==> src/rtl/xm23_link_pkg.sv <==
// Shared types and constants for the terminal-side keyboard/screen link peer.
package xm23_link_pkg;

   localparam int BYTE_W = 8;

   // Bit positions inside link_ctrl_i / link_ctrl_o
   localparam int SCR_REQ = 0;
   localparam int KB_ACK  = 1;
   localparam int SCR_ACK = 0;
   localparam int KB_REQ  = 1;

   typedef enum logic [0:0] {
      R_IDLE = 1'b0,
      R_ACK  = 1'b1
   } rx_state_t;

   typedef enum logic [1:0] {
      T_IDLE  = 2'd0,
      T_SETUP = 2'd1,
      T_REQ   = 2'd2,
      T_REL   = 2'd3
   } tx_state_t;

endpackage

==> src/rtl/link_byte_fifo.sv <==
// Byte FIFO with wrap-bit pointers; a push into a full FIFO is taken only
// when a pop happens in the same cycle.
module link_byte_fifo
   import xm23_link_pkg::*;
#(
   parameter int DEPTH = 4
) (
   input  logic                     Clock,
   input  logic                     Reset_n,
   input  logic                     push,
   input  logic [BYTE_W-1:0]        wr_data,
   input  logic                     pop,
   output logic [BYTE_W-1:0]        rd_data,
   output logic                     full,
   output logic                     empty,
   output logic [$clog2(DEPTH):0]   count
);

   localparam int AW = $clog2(DEPTH);

   logic [BYTE_W-1:0] mem [DEPTH];
   logic [AW:0]       wr_ptr;
   logic [AW:0]       rd_ptr;
   logic              do_push;
   logic              do_pop;

   assign full    = (wr_ptr[AW] != rd_ptr[AW]) && (wr_ptr[AW-1:0] == rd_ptr[AW-1:0]);
   assign empty   = (wr_ptr == rd_ptr);
   assign count   = wr_ptr - rd_ptr;
   assign do_pop  = pop && !empty;
   assign do_push = push && (!full || pop);
   assign rd_data = mem[rd_ptr[AW-1:0]];

   // Storage is cleared on reset so the head byte reads 0 while empty after reset.
   always_ff @(posedge Clock or negedge Reset_n) begin
      if (!Reset_n) begin
         wr_ptr <= '0;
         rd_ptr <= '0;
         for (int i = 0; i < DEPTH; i++) begin
            mem[i] <= '0;
         end
      end else begin
         if (do_push) begin
            mem[wr_ptr[AW-1:0]] <= wr_data;
            wr_ptr              <= wr_ptr + 1'b1;
         end
         if (do_pop) begin
            rd_ptr <= rd_ptr + 1'b1;
         end
      end
   end

endmodule

==> src/rtl/xm23_link_peer.sv <==
// Terminal-side peer of the CPU 8-bit keyboard/screen link: two independent
// 4-phase handshakes, each buffered by a small byte FIFO.
//
//   state   | meaning
//   --------+------------------------------------------------------------
//   R_IDLE  | scr_ack low; accept a screen byte once s_scr_req and room
//   R_ACK   | scr_ack high; wait for the CPU to drop scr_req
//   T_IDLE  | kb_req low; start when a byte is queued and s_kb_ack is low
//   T_SETUP | link_data_o loaded; setup down-counter running
//   T_REQ   | kb_req high; wait for s_kb_ack, then pop the byte
//   T_REL   | kb_req low; wait for the CPU to drop kb_ack
module xm23_link_peer
   import xm23_link_pkg::*;
#(
   parameter int FIFO_DEPTH   = 4,
   parameter int SETUP_CYCLES = 2
) (
   input  logic                          Clock,
   input  logic                          Reset_n,
   input  logic [BYTE_W-1:0]             link_data_i,
   input  logic [1:0]                    link_ctrl_i,
   output logic [BYTE_W-1:0]             link_data_o,
   output logic [1:0]                    link_ctrl_o,
   input  logic [BYTE_W-1:0]             kb_byte,
   input  logic                          kb_valid,
   output logic                          kb_ready,
   output logic [BYTE_W-1:0]             scr_byte,
   output logic                          scr_valid,
   input  logic                          scr_ready,
   output logic                          kb_drop,
   input  logic                          clr_drop,
   output logic [$clog2(FIFO_DEPTH):0]   tx_count,
   output logic [$clog2(FIFO_DEPTH):0]   rx_count
);

   localparam int CW = (SETUP_CYCLES > 1) ? $clog2(SETUP_CYCLES) : 1;

   logic [1:0]  sync_q1;
   logic [1:0]  sync_q2;
   logic        s_scr_req;
   logic        s_kb_ack;

   rx_state_t   rx_state, rx_next;
   tx_state_t   tx_state, tx_next;
   logic        rx_push;
   logic        rx_pop;
   logic        rx_full;
   logic        rx_empty;
   logic        tx_pop;
   logic        tx_load;
   logic        tx_full;
   logic        tx_empty;
   logic [BYTE_W-1:0] tx_head;
   logic [CW-1:0]     setup_cnt, setup_cnt_next;

   always_ff @(posedge Clock or negedge Reset_n) begin
      if (!Reset_n) begin
         sync_q1 <= '0;
         sync_q2 <= '0;
      end else begin
         sync_q1 <= link_ctrl_i;
         sync_q2 <= sync_q1;
      end
   end

   assign s_scr_req = sync_q2[SCR_REQ];
   assign s_kb_ack  = sync_q2[KB_ACK];

   always_ff @(posedge Clock or negedge Reset_n) begin
      if (!Reset_n) begin
         rx_state  <= R_IDLE;
         tx_state  <= T_IDLE;
         setup_cnt <= '0;
      end else begin
         rx_state  <= rx_next;
         tx_state  <= tx_next;
         setup_cnt <= setup_cnt_next;
      end
   end

   // A full RX FIFO holds off the ack, which back-pressures the CPU.
   always_comb begin
      rx_next = rx_state;
      rx_push = 1'b0;
      case (rx_state)
         R_IDLE: begin
            if (s_scr_req && !rx_full) begin
               rx_push = 1'b1;
               rx_next = R_ACK;
            end
         end
         R_ACK: begin
            if (!s_scr_req) begin
               rx_next = R_IDLE;
            end
         end
         default: rx_next = R_IDLE;
      endcase
   end

   always_comb begin
      tx_next        = tx_state;
      tx_load        = 1'b0;
      tx_pop         = 1'b0;
      setup_cnt_next = setup_cnt;
      case (tx_state)
         T_IDLE: begin
            if (!tx_empty && !s_kb_ack) begin
               tx_load        = 1'b1;
               setup_cnt_next = CW'(SETUP_CYCLES - 1);
               tx_next        = T_SETUP;
            end
         end
         T_SETUP: begin
            if (setup_cnt == '0) begin
               tx_next = T_REQ;
            end else begin
               setup_cnt_next = setup_cnt - 1'b1;
            end
         end
         T_REQ: begin
            if (s_kb_ack) begin
               tx_pop  = 1'b1;
               tx_next = T_REL;
            end
         end
         T_REL: begin
            if (!s_kb_ack) begin
               tx_next = T_IDLE;
            end
         end
         default: tx_next = T_IDLE;
      endcase
   end

   // The keyboard byte stays on the bus after the handshake; only reset clears it.
   always_ff @(posedge Clock or negedge Reset_n) begin
      if (!Reset_n) begin
         link_data_o <= '0;
      end else if (tx_load) begin
         link_data_o <= tx_head;
      end
   end

   always_ff @(posedge Clock or negedge Reset_n) begin
      if (!Reset_n) begin
         kb_drop <= 1'b0;
      end else if (kb_valid && tx_full && !tx_pop) begin
         kb_drop <= 1'b1;
      end else if (clr_drop) begin
         kb_drop <= 1'b0;
      end
   end

   always_comb begin
      link_ctrl_o          = '0;
      link_ctrl_o[SCR_ACK] = (rx_state == R_ACK);
      link_ctrl_o[KB_REQ]  = (tx_state == T_REQ);
   end

   assign kb_ready  = !tx_full;
   assign scr_valid = !rx_empty;
   assign rx_pop    = scr_ready && scr_valid;

   link_byte_fifo #(.DEPTH(FIFO_DEPTH)) u_tx_fifo (
      .Clock   (Clock),
      .Reset_n (Reset_n),
      .push    (kb_valid),
      .wr_data (kb_byte),
      .pop     (tx_pop),
      .rd_data (tx_head),
      .full    (tx_full),
      .empty   (tx_empty),
      .count   (tx_count)
   );

   link_byte_fifo #(.DEPTH(FIFO_DEPTH)) u_rx_fifo (
      .Clock   (Clock),
      .Reset_n (Reset_n),
      .push    (rx_push),
      .wr_data (link_data_i),
      .pop     (rx_pop),
      .rd_data (scr_byte),
      .full    (rx_full),
      .empty   (rx_empty),
      .count   (rx_count)
   );

endmodule

==> config.mk <==
export PLATFORM = sky130hd
export DESIGN_NAME = xm23_link_peer
export DESIGN_NICKNAME = d
export VERILOG_FILES = /design/src/rtl/xm23_link_pkg.sv /design/src/rtl/link_byte_fifo.sv /design/src/rtl/xm23_link_peer.sv
export SDC_FILE = /design/constraint.sdc
export NUM_CORES = 1
export LEC_CHECK = 0
export CAP_MARGIN = 20
export CORE_ASPECT_RATIO = 2
export CORE_MARGIN = 4
export CORE_UTILIZATION = 30
export CTS_CLUSTER_DIAMETER = 120
export DETAILED_ROUTE_END_ITERATION = 6
export GPL_TIMING_DRIVEN = 0
export SYNTH_ARGS = -nofsm -noshare
export SYNTH_HDL_FRONTEND = slang
export SYNTH_SLANG_ARGS = --single-unit
==> constraint.sdc <==
create_clock -name Clock -period 5.09 [get_ports Clock]
set_input_delay 1.018 -clock Clock [delete_from_list [all_inputs] [get_ports Clock]]
set_output_delay 1.018 -clock Clock [all_outputs]
set_load 0.005 [all_outputs]
[After elaboration in Yosys (flattened, before gate mapping)]
Cells that the tools add are included.
W data, S select, Z words.
Storage, ports and cells
  bits of input ports: 23
  output and inout port bits: 27
  word-level logic and storage cells: 106
  flip-flop bits (word level): 93
Cells by class
  reduce and logical (&&, ||, !) cells: 26
  muxes and demuxes: 30
  magnitude comparators: 6
  bitwise operators: 5
  add/sub/neg operators: 7
  equality and inequality tests: 13
Operators by type and width (number)
  $bwmux W32: 2
  $mux W8: 6
  $bmux W8 S2: 2
  $demux W8 S2: 2
  $logic_and A1 B1 Y1: 13
  $add A3 B1 Y3 const B: 4
  $ge A3 B3 Y1 const B: 4
  $not A2 Y3: 4
  $mux W1: 11
  $mux W2: 4
  $pmux W2 S4: 1
  $eq A3 B3 Y1: 2
  $logic_not A1 Y1: 6
  $lt A3 B1 Y1 const B: 2
  $ne A2 B2 Y1 const B: 3
  $sub A3 B3 Y3: 2
  $eq A2 B2 Y1: 2
  $eq A2 B2 Y1 const B: 2
  $pmux W1 S2: 2
  $reduce_and A4 Y1: 1
  $reduce_bool A2 Y1: 2
  $eq A2 B1 Y1 const B: 1
  $logic_not A2 Y1: 1
  $logic_or A1 B1 Y1: 2
  5 further kinds: 6

[Logic depth before layout (Yosys ltp)]
  depth in word-level cells: 7
  mapped depth: 8
  gate-level depth less buffers: 6

[Cells and area by module]
From an unflattened synthesis, not the netlist that was laid out.
Unflattened totals
  cell total of the unflattened synthesis: 299
  area total of the unflattened synthesis: 4495.6 um2
Modules (own cells, without submodules)
  link_byte_fifo (u_tx_fifo): times used 1, cells an instance 118, sequential area each 950.9 um2, area each 1875.5 um2
  link_byte_fifo (u_rx_fifo): times used 1, cells an instance 124, sequential area each 950.9 um2, area each 1841.8 um2
  xm23_link_peer: times used 1, cells an instance 57, sequential area each 425.4 um2, area each 778.2 um2

[Worst setup path after synthesis]
No wires, ideal clock.
  path type: register -> output
  start point: register u_tx_fifo.rd_ptr[1]
  end point: output tx_count[2]
  required time: 4072 ps
  slack: 2692 ps
  buffers on the path: 1
  data arrival time: 1380 ps
  cell stages (with the launch flop): 5
  cells stage by stage: dfrtp_1 clkbuf_1 inv_1 fa_1 xnor2_1
On the way
  longest elaborated chain between the ends: 1
Ends and longest elaborated chain
  from (decl): line link_byte_fifo.sv:23  | logic [AW:0] rd_ptr;
  from (signal assigned): line link_byte_fifo.sv:48  | rd_ptr <= rd_ptr + 1'b1;
  $sub A3 B3 Y3: line link_byte_fifo.sv:29  | assign count = wr_ptr - rd_ptr;
  to (decl): line xm23_link_peer.sv:32  | output logic [$clog2(FIFO_DEPTH):0] tx_count,
No other way between the ends.

[Final worst setup path]
Ends and elaborated chain as after synthesis.

==> summary.md <==
| Metric | Value |
|---|---|
| Cell taking the most area after synthesis | dfrtp_1 |
| Routed Antenna Nets | 0 |
| Bufs on Longest Clock Path | 2 |
| P_sw | roughly 1.2 mW |
| Max FO, Critical Path | 9 |
| Max-slew headroom | a little under three fifths |
| Routability congestion estimate | ~0.68 |
| Synth Register Bits | between 90 and 100 |
| Clock Latency Late Sink | 340 ps |
| Final HPWL DP | 6072 µm |
| Leakage | ~2.4 nW |
| Vias in the first global route | approximately 2700 |
| Syn Inst Count | approximately 280 |
| Worst EP required | slightly above 4000 ps |
| Final hold violation count | 0 |
| Initial antenna violation count | 0 |
| CTS Hold Bufs | 0 |
| Max Clk Rate | about 280 MHz |
| Comb pwr share | between 40% and 50% |
| Starting density of the core | 30.67% |
| Clock network fraction of design power | between 15 and 20% |
| Nets | 389 |
| DRC violations left | 0 |
| Clk sink count | 93 |
| Final period utilization | between 60% and 70% |
| Setup TNS | 0 ps |
| WP data arrival | ~2500 ps |
| Worst Setup End Kind | primary output |
| Sw Share | a little under a third |
| CTS resizes | 0 |
| Final worst slack | approximately 1500 ps |
| Final Setup Violations | 0 |
| Max-Cap Viols | 0 |
| Root Buffer | clkbuf_16 |
| Share of cells above drive strength 1 | a little over a third |
| # Post-CTS Setup Buffers | 0 |
| CTS tree | yes |
| Largest net degree at the start of global routing | 69 |
| Chip width | approximately 94 µm |
| Die footprint | 16880 µm² |
| Core Footprint | 14430 µm² |
| Sequential area share after synthesis | 52.59% |
| Area share of the largest cell type after synthesis | between 50% and 60% |
| DR vias | between 2000 and 2500 |
| Status | finished clean |
| CP Class | flop to primary output |
| Tmin final | 3543 ps |
| Clock skew | about 11 ps |
| Startpoint types | flop |
| Worst min path class | flop to flop |
| Avg Inst Size Synth | roughly 16 µm² |
| Fin. max-slew vios | 0 |
| # H-tree levels | 3 |
| IO Pins | 50 |
| CTS clk-pin slew, worst paths | 60 ps |
| Commonest non-fill, non-tap cell in the layout | dfrtp_1 |
| Power per Cell Area | just under 700 nW/µm² |
| Yosys warns | 0 |
| DR vias/cell | ~4.5 |
| Total Power | around 3.7 mW |
| DRT Wirelength | around 8500 µm |
| Drt wl/cell | 15.66 µm |
| Detailed Routing Iterations Pass 1 | 6 |
| CTS buffer count | 9 |
| Synthesized Nets | 328 |
| Synth cell types | 30 |
| First-pass GRT wire length | ~14000 µm |
| Total track usage | 10.76% |
| Row cnt | 62 |
| Synth Cell Area | ~4400 µm² |
| Gr ovfl total | 0 |
| Iteration-0 DRC Markers | 36 |
| Pint | about 2.6 mW |
| Ant diodes | 0 |
| Slew @ Worst Pin | ~660 ps |
| Synthesis-to-layout area growth | 23.66% |
| Number of port buffers | 49 |
| Pre-CTS setup slack | 1915 ps |
| Unrepaired setup endpoints after global routing | no |
| Most frequent cells in the layout | dfrtp_1, clkdlybuf4s50_1, mux2_2 |
| Synth area leaders | dfrtp_1, mux2_2, mux2_4, mux4_2, ha_1 |
| Die height | between 150 and 200 µm |
| Register share of total power | 35.4% |
| Peak supply drop | 0.0003033 V |
==> final timing paths <==
| kind | startpoint | end | slack, ps | cells after the start |
|---|---|---|---|---|
| worst max-delay path | u_tx_fifo.rd_ptr[1] | tx_count[2] | 1550 | 5 |
| worst min-delay path | sync_q1[1] | sync_q2[1] | 350 | 0 |
| worst max register to register | u_rx_fifo.rd_ptr[1] | u_rx_fifo.mem[2] | 2510 | 8 |
| worst min register to register | sync_q1[1] | sync_q2[1] | 350 | 0 |
| max in group asynchronous | Reset_n | link_data_o[1] | 3840 | 2 |
| min in group asynchronous | Reset_n | u_rx_fifo.rd_ptr[2] | 600 | 1 |
==> registers in the layout, summed over array words and instances (netlist names), 2 cells and up <==
register          count
link_data_o           8
sync_q1               2
sync_q2               2
tx_state              2
u_rx_fifo.mem        32
u_rx_fifo.rd_ptr      3
u_rx_fifo.wr_ptr      3
u_tx_fifo.mem        32
u_tx_fifo.rd_ptr      3
u_tx_fifo.wr_ptr      3
==> layout make-up <==
| class | instances | area, µm² |
|---|---|---|
| fill | 1417 | 8956 |
| buffer | 13 | 90.09 |
| tap | 192 | 240.2 |
| clock buffer | 9 | 225.2 |
| timing repair buffer | 50 | 515.5 |
| inverter | 15 | 56.30 |
| sequential | 93 | 2327 |
| multi-input combinational | 163 | 1952 |
| clock inverter | 7 | 66.31 |
==> cell families (layout without fill, tap and decap cells) <==
logic type,after synthesis,after routing,share of synthesized area (%)
flip-flops,93,93,52.59
AO/OA/AOI/OAI,10,10,1.725
adder cells (fa/ha/maj),21,21,6.277
buffers and inverters,28,94,3.308
XOR/XNOR,12,12,2.545
multiplexers,93,93,30.42
AND/OR/NAND/NOR,27,27,3.138
==> cells in the mapped netlist <==
| cell type | count |
|---|---|
| and3_1 | 4 |
| mux4_2 | 16 |
| xnor2_1 | 8 |
| buf_6 | 4 |
| ha_1 | 19 |
| buf_2 | 6 |
| nor2b_1 | 2 |
| o22ai_1 | 1 |
| o31a_1 | 1 |
| nand3_2 | 1 |
| a211oi_2 | 1 |
| o21ai_0 | 3 |
| inv_1 | 15 |
| fa_1 | 2 |
| o21ai_2 | 1 |
| o211a_1 | 1 |
| o21ba_2 | 1 |
| nor2_1 | 1 |
| and2_1 | 5 |
| mux2_2 | 44 |
| nand2_1 | 11 |
| dfrtp_1 | 93 |
| xor2_1 | 3 |
| nand3_1 | 3 |
| xor2_2 | 1 |
| o21ai_1 | 1 |
| mux2i_1 | 1 |
| buf_4 | 1 |
| mux2_4 | 32 |
| clkbuf_1 | 2 |
==> routing by layer <==
metal | routed length (µm) | vias up | GRT usage, %
met5 | 0 | - | 0
met4 | 127 | 0 | 3.993
met3 | 290 | 7 | 2.134
met2 | 4559 | 46 | 18.37
met1 | 3510 | 1284 | 13.20
li1 | - | 1114 | -
==> power groups by stage <==
stage | logic [mW] | clock network [mW] | registers, mW
final | 1.75 | 0.650 | 1.32
after detailed placement | 1.78 | 0 | 1.33
after global routing | 1.92 | 0.708 | 1.36
after global placement | 1.74 | 0 | 1.31
after floorplan | 1.17 | 0 | 1.27
after CTS | 1.79 | 0.676 | 1.32
==> through the flow <==
stage	hold slack, ps	utilization, %	std cells	area [µm²]
3_5_place_dp	338.1	35.91	526	5181
5_1_grt	357.6	37.93	542	5473
4_1_cts	353.4	37.93	542	5473
3_3_place_gp	334.0	35.74	525	5156
2_1_floorplan	331.2	-	284	4425
6_report	349.0	37.93	542	5473
==> critical path, stage by stage, from the launching register on <==
cell and delay, ps:
dfrtp_1 340, clkbuf_1 510, inv_1 200, fa_1 470, xnor2_1 160, clkdlybuf4s50_1 520
Note: power is estimated with default switching activity, not from simulation.
